==> src/rtl/flappy_pkg.sv <==
// Shared Flappy Bird constants: one-hot game states, screen size and coordinate widths.
package flappy_pkg;

    localparam int X_W      = 11;
    localparam int Y_W      = 10;
    localparam int SCREEN_W = 640;
    localparam int SCREEN_H = 480;

    typedef enum logic [2:0] {
        IDLE = 3'b001,
        RUN  = 3'b010,
        HIT  = 3'b100
    } state_t;

    function automatic logic [7:0] sat_add8(input logic [7:0] a, input logic [1:0] b);
        logic [8:0] s;
        s = {1'b0, a} + {7'd0, b};
        return s[8] ? 8'hFF : s[7:0];
    endfunction

endpackage

==> src/rtl/flappy_lfsr.sv <==
// Free-running 16-bit Fibonacci LFSR (taps 16,14,13,11); exposes the low OUT_W bits.
module flappy_lfsr #(
    parameter logic [15:0] SEED  = 16'hACE1,
    parameter int          OUT_W = 16
) (
    input  logic             Clk,
    input  logic             Reset,
    output logic [OUT_W-1:0] rnd
);

    logic [15:0] lfsr;

    always_ff @(posedge Clk or negedge Reset) begin
        if (!Reset)
            lfsr <= SEED;
        else
            lfsr <= {lfsr[14:0], lfsr[15] ^ lfsr[13] ^ lfsr[12] ^ lfsr[10]};
    end

    assign rnd = lfsr[OUT_W-1:0];

endmodule

==> src/rtl/pipe_engine.sv <==
// Flappy Bird obstacle engine: scrolls two pipes, randomises gaps, scores and detects hits.
// Define PIPE_SPEEDUP_EN to raise the scroll step by one every 8 points (capped at +3).
module pipe_engine
    import flappy_pkg::*;
#(
    parameter int          PIPE_W       = 52,
    parameter int          PIPE_SPACING = 320,
    parameter int          GAP_H        = 120,
    parameter int          GAP_MIN      = 40,
    parameter int          BIRD_SIZE    = 16,
    parameter int          SCROLL_STEP  = 2,
    parameter logic [15:0] LFSR_SEED    = 16'hACE1
) (
    input  logic        Clk,
    input  logic        Reset,
    input  logic        Start,
    input  logic        Ack,
    input  logic        Frame_Tick,
    input  logic [9:0]  XBird,
    input  logic [9:0]  YBird,
    output logic [10:0] Pipe0_X,
    output logic [9:0]  Pipe0_GapY,
    output logic [10:0] Pipe1_X,
    output logic [9:0]  Pipe1_GapY,
    output logic [7:0]  Score,
    output logic        Hit,
    output logic        q_Idle,
    output logic        q_Run,
    output logic        q_Hit
);

    state_t state, state_nxt;

    logic [1:0][10:0] px, nxt_x, moved;
    logic [1:0][9:0]  gy, nxt_gy;
    logic [1:0]       hit_pipe, respawn, passed;
    logic [7:0]       score;
    logic [7:0]       rnd;
    logic [10:0]      step;
    logic [9:0]       new_gap;
    logic [11:0]      bird_x, bird_right;
    logic [10:0]      bird_bot;
    logic             floor_hit, any_hit;

    flappy_lfsr #(.SEED(LFSR_SEED), .OUT_W(8)) u_lfsr (
        .Clk   (Clk),
        .Reset (Reset),
        .rnd   (rnd)
    );

`ifdef PIPE_SPEEDUP_EN
    // Step is taken from the current score, before this cycle's increment.
    assign step = 11'(SCROLL_STEP) + ((|score[7:5]) ? 11'd3 : {9'd0, score[4:3]});
`else
    assign step = 11'(SCROLL_STEP);
`endif

    assign new_gap    = 10'(GAP_MIN) + {2'd0, rnd};
    assign bird_x     = {2'd0, XBird};
    assign bird_right = bird_x + 12'(BIRD_SIZE);
    assign bird_bot   = {1'b0, YBird} + 11'(BIRD_SIZE);
    assign floor_hit  = bird_bot >= 11'(SCREEN_H);

    for (genvar k = 0; k < 2; k++) begin : g_pipe
        logic [11:0] x_right;
        logic [10:0] gap_bot;
        assign x_right     = {1'b0, px[k]} + 12'(PIPE_W);
        assign gap_bot     = {1'b0, gy[k]} + 11'(GAP_H);
        assign hit_pipe[k] = (bird_right > {1'b0, px[k]}) && (bird_x < x_right) &&
                             ((YBird < gy[k]) || (bird_bot > gap_bot));
        assign moved[k]    = px[k] - step;
        assign respawn[k]  = px[k] < step;
        // A respawned pipe lines up behind the other pipe's scrolled position.
        assign nxt_x[k]    = respawn[k] ? moved[1-k] + 11'(PIPE_SPACING) : moved[k];
        assign nxt_gy[k]   = respawn[k] ? new_gap : gy[k];
        assign passed[k]   = (x_right >= bird_x) && (({1'b0, nxt_x[k]} + 12'(PIPE_W)) < bird_x);
    end

    assign any_hit = (|hit_pipe) || floor_hit;

    always_ff @(posedge Clk or negedge Reset) begin
        if (!Reset)
            state <= IDLE;
        else
            state <= state_nxt;
    end

    always_comb begin
        state_nxt = IDLE;
        case (state)
            IDLE:    state_nxt = Start ? RUN : IDLE;
            RUN:     state_nxt = any_hit ? HIT : RUN;
            HIT:     state_nxt = Ack ? IDLE : HIT;
            default: state_nxt = IDLE;
        endcase
    end

    // Leaving HIT re-initialises immediately so IDLE is entered with a clean board.
    always_ff @(posedge Clk or negedge Reset) begin
        if (!Reset) begin
            px[0] <= 11'(SCREEN_W);
            px[1] <= 11'(SCREEN_W + PIPE_SPACING);
            gy    <= {2{10'(GAP_MIN)}};
            score <= 8'd0;
        end else if (state == RUN) begin
            if (!any_hit && Frame_Tick) begin
                px    <= nxt_x;
                gy    <= nxt_gy;
                score <= sat_add8(score, {1'b0, passed[0]} + {1'b0, passed[1]});
            end
        end else if (state != HIT || Ack) begin
            px[0] <= 11'(SCREEN_W);
            px[1] <= 11'(SCREEN_W + PIPE_SPACING);
            gy    <= {2{10'(GAP_MIN)}};
            score <= 8'd0;
        end
    end

    assign Pipe0_X    = px[0];
    assign Pipe1_X    = px[1];
    assign Pipe0_GapY = gy[0];
    assign Pipe1_GapY = gy[1];
    assign Score      = score;
    assign q_Idle     = (state == IDLE);
    assign q_Run      = (state == RUN);
    assign q_Hit      = (state == HIT);
    assign Hit        = q_Hit;

endmodule

==> config.mk <==
export PLATFORM = sky130hd
export DESIGN_NAME = pipe_engine
export DESIGN_NICKNAME = d
export VERILOG_FILES = /design/src/rtl/flappy_pkg.sv /design/src/rtl/flappy_lfsr.sv /design/src/rtl/pipe_engine.sv
export SDC_FILE = /design/constraint.sdc
export NUM_CORES = 1
export LEC_CHECK = 0
export ABC_CLOCK_PERIOD_IN_PS = 15800
export CAP_MARGIN = 20
export CORE_MARGIN = 2
export CORE_UTILIZATION = 50
export DETAILED_ROUTE_END_ITERATION = 10
export PLACE_DENSITY = 0.79
export SLEW_MARGIN = 20
export SYNTH_ARGS = -nofsm -noshare
export SYNTH_HDL_FRONTEND = slang
export SYNTH_SLANG_ARGS = --single-unit
==> constraint.sdc <==
create_clock -name Clk -period 15.8 [get_ports Clk]
set_input_delay 1.58 -clock Clk [delete_from_list [all_inputs] [get_ports Clk]]
set_output_delay 1.58 -clock Clk [all_outputs]
set_load 0.005 [all_outputs]
Word-level counts from Yosys, hierarchy flattened:

Index checks and enable logic that the tools add are counted.

* bits of input ports: 25
* memories kept: 0
* logic and storage cells: 82
* bits in latches: 0
* output and inout bits: 54
* register bits after elaboration: 69
* bits in writable memories: 0
* bits in read-only memories: 0

* multipliers: 0
* divide/modulo/power cells: 0
* eq/ne operators: 7
* reductions and logical operators: 17
* shift-type cells: 0
* add/sub/neg operators: 15
* multiplexer cells: 18
* $lt $le $gt $ge: 15
* bitwise logic cells: 3

Operators by type and width (count)
* two-way mux 22 bit: 3
* two-way mux 20 bit: 3
* adder 11 x 6 -> 12 bit, second input constant: 4
* greater-than comparator 11 bit: 4
* two-way mux 8 bit: 4
* greater-or-equal comparator 12 x 10 -> 1 bit: 2
* < comparator 10 x 12 -> 1 bit: 2
* < comparator 12 x 10 -> 1 bit: 2
* adder 10 x 5 -> 11 bit, second input constant: 2
* adder 10 x 7 -> 11 bit, second input constant: 2
* adder 11 x 9 -> 11 bit, second input constant: 2
* < comparator 11 x 2 -> 1 bit, second input constant: 2
* two-way mux 11 bit: 2
* subtractor 11 x 2 -> 11 bit, second input constant: 2
* < comparator 10 bit: 2
* two-way mux 10 bit: 2
* greater-or-equal comparator 11 x 9 -> 1 bit, second input constant: 1
* adder 6 x 8 -> 9 bit, first input constant: 1
* adder 8 x 2 -> 9 bit: 1
* one-hot mux 3 bit (3 select lines): 1
* logical AND 1 bit: 7
* two-way mux 3 bit: 2
* inequality test 2 x 1 -> 1 bit, second input constant: 3
* AND reduction 3 bit: 2
* other kinds (12): 17

Depth between registers and ports, before layout:

* depth in word-level cells: 11
* gate-level depth with buffers: 30
* gate-level depth less buffers: 29

Hierarchy:

A second synthesis with hierarchy kept.

* cell total of the unflattened synthesis: 777
* area total of the unflattened synthesis: 6839.1 um2

By module, submodules not included
* pipe_engine: times used 1, seq. area each 1290.0 um2, area an instance 6342.3 um2, cells each 750
* flappy_lfsr: times used 1, seq. area each 410.4 um2, area an instance 496.7 um2, cells each 27

Least setup slack after synthesis:

No wires, ideal clock.

* path kind: register to register
* start: register px, in the netlist Pipe0_X[3]
* end: register score[4] (netlist: Score[4])
* path buffers: 1
* stages on the path, launching flop included: 31
* setup time: 0.067 ns
* data required time: 15.733 ns
* path slack: 10.276 ns
* data arrival time: 5.457 ns
* cell sequence: dfrtp_1 -> clkbuf_1 -> inv_1 -> ha_1 -> a21boi_0 -> a21oi_1 -> nor2_1 -> inv_1 -> ha_1 -> xnor3_1 -> mux2_2 -> nor3_1 -> nand2b_1 -> xnor2_1 -> ha_1 -> nand4_1 -> nor2_1 -> a221oi_1 -> nand2_1 -> nor4_1 -> o21ai_1 -> fa_1 -> inv_1 -> ha_1 -> and3_1 -> and3_1 -> nand3_1 -> nand4_1 -> nand2_1 -> nand4_1 -> o2111a_1

* word-level cells in the longest chain between the ends: 11

Ends and longest elaborated chain
* start: declaration: line pipe_engine.sv:34 `logic [1:0][10:0] px, nxt_x, moved;`
* start signal: assignment: line pipe_engine.sv:107 `px <= nxt_x;`
* subtractor 11 x 2 -> 11 bit: line pipe_engine.sv:71 `assign moved[k] = px[k] - step;`
* adder 11 x 9 -> 11 bit: line pipe_engine.sv:74 `assign nxt_x[k] = respawn[k] ? moved[1-k] + 11'(PIPE_SPACING) : moved[k];`
* two-way mux 11 bit: line pipe_engine.sv:74
* adder 11 x 6 -> 12 bit: line pipe_engine.sv:76 `assign passed[k] = (x_right >= bird_x) && (({1'b0, nxt_x[k]} + 12'(PIPE_W)) < bird_x);`
* < comparator 12 x 10 -> 1 bit: line pipe_engine.sv:76
* logical AND 1 bit: line pipe_engine.sv:76
* adder 1 x 1 -> 2 bit: line pipe_engine.sv:109 `score <= sat_add8(score, {1'b0, passed[0]} + {1'b0, passed[1]});`
* adder 8 x 2 -> 9 bit: line flappy_pkg.sv:17 `s = {1'b0, a} + {7'd0, b};`
* two-way mux 8 bit: line flappy_pkg.sv:18 `return s[8] ? 8'hFF : s[7:0];`
* two-way mux 8 bit: line pipe_engine.sv:106 `if (!any_hit && Frame_Tick) begin`
* two-way mux 8 bit: line pipe_engine.sv:105 `end else if (state == RUN) begin`
* end signal: assignment: line pipe_engine.sv:109
* end: declaration: line pipe_engine.sv:37 `logic [7:0] score;`

Parallel ways exist; a longest one is shown, timed or not. The select of a mux whose other input is x is not followed.
A chain may end at the register's enable or synchronous reset.

Worst setup path after layout:

* start: register px, in the netlist Pipe1_X[2]
* end: register score[2] (netlist: Score[2])

The elaborated chain is that of the path after synthesis.

==> impl_summary.txt <==
----------------------------------------------------
[Floorplan]
  DIE AREA ... between 10000 and 15000 um^2
  Initial core utilization ... between 50% and 60%
  Horizontal extent of the die ... 120 um
  Height of the chip ... roughly 120 um
  Core Rows ... 42
  Boundary pin count ... 79
  Core region area ... between 10000 and 15000 um^2

[Timing]
  Share of the cycle needed by the critical path after routing ... roughly two fifths
  Number of setup violations in the final report ... 0
  Final count of pins violating max slew ... 0
  Max-slew headroom ... a little over a quarter
  Total Negative Setup Slacks ... 0 ps
  Unrepaired setup endpoints after global routing ... false
  Final hold slack ... between 300 and 400 ps
  Final min period ... between 6000 and 7000 ps
  Clock skew ... between 10 and 15 ps
  FMAX ... 151 MHz
  Final count of hold timing violations ... 0
  Worst Max-Slew Pin Slew ... about 1100 ps

[Clock tree]
  Number of CTS-inserted buffers ... 9
  Clock latency at the later pin of the worst-skew pair ... about 350 ps
  Root Buffer ... clkbuf_16
  H-tree levels ... 3
  # Post-CTS Setup Buffers ... 0
  Number of sinks on the clock net ... 67
  Total of hold buffers inserted after clock tree synthesis ... 0
  Post-CTS Resized ... 0
  Clock-pin transition on the worst setup and hold timing paths ... about 70 ps
  Buffer levels on the longest clock path ... 2
  Clock tree from TritonCTS ... built

[Job]
  Max-Cap Viols ... 0

[Logic synthesis]
  Gate count of the mapped netlist ... around 750
  Sequential cell area fraction in the yosys report ... between 20% and 30%
  Area share of the leading cell type in the synthesized netlist ... 20.5%
  Post-synth EDFFs ... 0
  Largest cells by area after synthesis ... ha_1, dfrtp_1, dfstp_2, xnor2_1, a21oi_1
  Cell area after synthesis ... approximately 6800 um^2
  Number of warnings printed during yosys synthesis ... 0
  Synthesized flop and latch total ... 67
  Post-synth cell types ... between 70 and 80
  Main flop type after synthesis ... dfrtp_1
  Ys async rst share ... 100%
  Post-synth top area cell ... ha_1
  Syn_area_per_cell ... around 9.1 um^2

[Route]
  Total via count in the routed design ... ~6200
  Number of search-and-repair iterations in the first detailed-routing pass ... 5
  Routed wire per std cell ... roughly 20 um
  Number of design rule violations left after detail routing ... 0
  Number of routed nets with antenna violations ... 0
  Via count normalized by instance count ... between 6 and 7
  Number of DRC markers after the initial detailed-route iteration ... between 500 and 600
  Final routed wirelength across all metal layers ... approximately 20 mm

[Status]
  Outcome ... completed

[Setup path]
  Element type at the critical path end ... flop
  Largest delay contributor family on the critical path ... simple AND/OR/NAND/NOR gates
  Crit Path Class ... flop to flop
  Slowest cell on crit path ... nor4_4
  Total buffers and inverters traversed by the critical path ... 2
  Worst endpoint data arrival time ... 6850 ps
  Crit path launch type ... flop
  Worst-path maximum fanout ... 14
  Maximum single-stage delay on the critical path ... ~790 ps
  Dominant cell type by count on the critical path ... ha_1
  Required time of the worst setup path ... approximately 16000 ps

[Power and ir drop]
  Proportion of power drawn by flip-flops and latches ... about 30%
  P_sw ... approximately 0.24 mW
  Worst voltage drop across the vdd grid ... between 50 and 60 uV
  Switch share ... between 30% and 40%
  Portion of total power attributed to combinational logic ... between 30% and 40%
  Power share of the clock group ... roughly a third
  Internal power ... ~0.39 mW
  Lkg Pwr ... around 3.4 nW
  Pwr per Cell Area ... 80.3 nW/um^2

[Finish]
  Area of the multi-input gates ... approximately 4700 um^2
  Finished Core Util ... approximately 59%
  Final Net Count ... around 950
  Leading cell types in the layout, fill and taps excluded ... ha_1, clkdlybuf4s50_1, inv_1, a21oi_1, dfrtp_1
  Footprint of the flip-flops and latches ... 1700 um^2
  Total non-filler cell area in the finished layout ... 7870 um^2
  Fill cell total of the finished layout ... around 1200
  Share of final-layout standard cells stronger than drive strength 1 ... 7.01%
  Signed area change from the synthesized netlist to the final layout ... 16.3%
  Antenna diode count ... 0
  Leading cell type in the layout, fill and taps excluded ... ha_1

[Placed design]
  Final Wtd Congestion ... between 0.9 and 1
  Sum of net half-perimeters after detailed placement ... approximately 15 mm
  Area after detailed placement ... roughly 7600 um^2
  PortBufs ... 76

[Global routing]
  Pin count of the biggest net entering global routing ... 68
  First-pass GRT wire length ... roughly 31 mm
  Number of antenna violations at the first check in global routing ... 0
  Number of global-route vias before repair ... 5745
  Leftover overflow at the end of global routing ... 0
  Total GRT Usage ... ~27%

[Min path]
  Hold crit path type ... flop to flop

----------------------------------------------------
==> logic make-up (layout without fill, tap and decap cells) <==
family,after synthesis,count (layout),share of synthesized area [%]
simple gates,213,213,17.6
compound gates,193,193,20.4
fa+ha+maj,112,112,20.8
buf+inv,87,153,6.03
flops,67,67,25.1
xor+xnor,60,60,7.97
mux,13,13,1.98
other cells,1,2,0.0554
==> stage by stage <==
step                      cells  power, mW  setup WS (ps)
after floorplan             747      0.355          10280
after global placement      973      0.422           9480
after detailed placement    973      0.423           9420
after CTS                   989      0.630           9320
after global routing        989      0.671           8650
final                       989      0.632           9180
==> sequential cells by signal (all words and copies together) (netlist names) <==
signal       cells
Score            8
Pipe0_GapY       9
u_lfsr.lfsr     16
Pipe1_GapY       9
Pipe0_X         11
state            3
Pipe1_X         11
==> routing by layer <==
| layer | vias up | GRT usage, % | part of all wire, % |
|---|---|---|---|
| met3 | 40 | 4.58 | 7.4 |
| met1 | 2973 | 40.4 | 46 |
| met5 | - | 0 | 0 |
| met2 | 261 | 41.4 | 44 |
| li1 | 2905 | - | - |
| met4 | 0 | 7.92 | 2.3 |
==> layout make-up <==
cell class	count	area share (%)
clock buffers	9	2.86
clock inverters	7	0.938
inverters	60	2.86
multi-input cells	593	59.2
flip-flops and latches	67	21.6
well taps	176	2.80
repair buffers	77	9.70
==> worst paths after layout <==
check / start / end / slack [ps] / cells past startpoint
max: Pipe1_X[2] / Score[2] / 9180 / 25
min: u_lfsr.lfsr[14] / u_lfsr.lfsr[15] / 360 / 0
max reg2reg: Pipe1_X[2] / Score[2] / 9180 / 25
min reg2reg: u_lfsr.lfsr[14] / u_lfsr.lfsr[15] / 360 / 0
max in group asynchronous: Reset / Pipe1_X[10] / 13810 / 2
min in group asynchronous: Reset / Pipe1_GapY[1] / 1430 / 2
==> power by group through the flow <==
stage          Combinational, mW  Sequential [mW]  Clock [mW]
2_1_floorplan              0.170            0.185           0
3_3_place_gp               0.233            0.189           0
3_5_place_dp               0.234            0.189           0
4_1_cts                    0.237            0.186       0.206
5_1_grt                    0.268            0.187       0.216
6_report                   0.240            0.186       0.205
==> cell usage after synthesis, types with 19 or more instances <==
| library cell | number |
|---|---|
| a21oi_1 | 52 |
| dfrtp_1 | 48 |
| dfstp_2 | 19 |
| ha_1 | 111 |
| inv_1 | 60 |
| nand2_1 | 43 |
| nand3_1 | 25 |
| nor2_1 | 27 |
| nor3_1 | 25 |
| o21ai_0 | 22 |
| xnor2_1 | 46 |
==> worst register-to-register path, stage by stage, from the launching register on <==
cell      delay (ps)
dfrtp_1          450
inv_1            200
ha_1             280
nor2b_1          280
nand2_1          250
nor4_4           790
a21oi_1          330
ha_1             320
nor3_1           370
nor3_1           120
xnor2_1          160
ha_1             300
nand4_1           80
nor2_1            60
a221oi_1         240
nand2_1          110
nor4_1           250
o21ai_1          130
fa_1             370
inv_1             80
ha_1             180
and3_1           230
and3_1           190
nand3_1          200
and3_1           250
a211oi_1         280
Power figures use the tool's default switching activity.
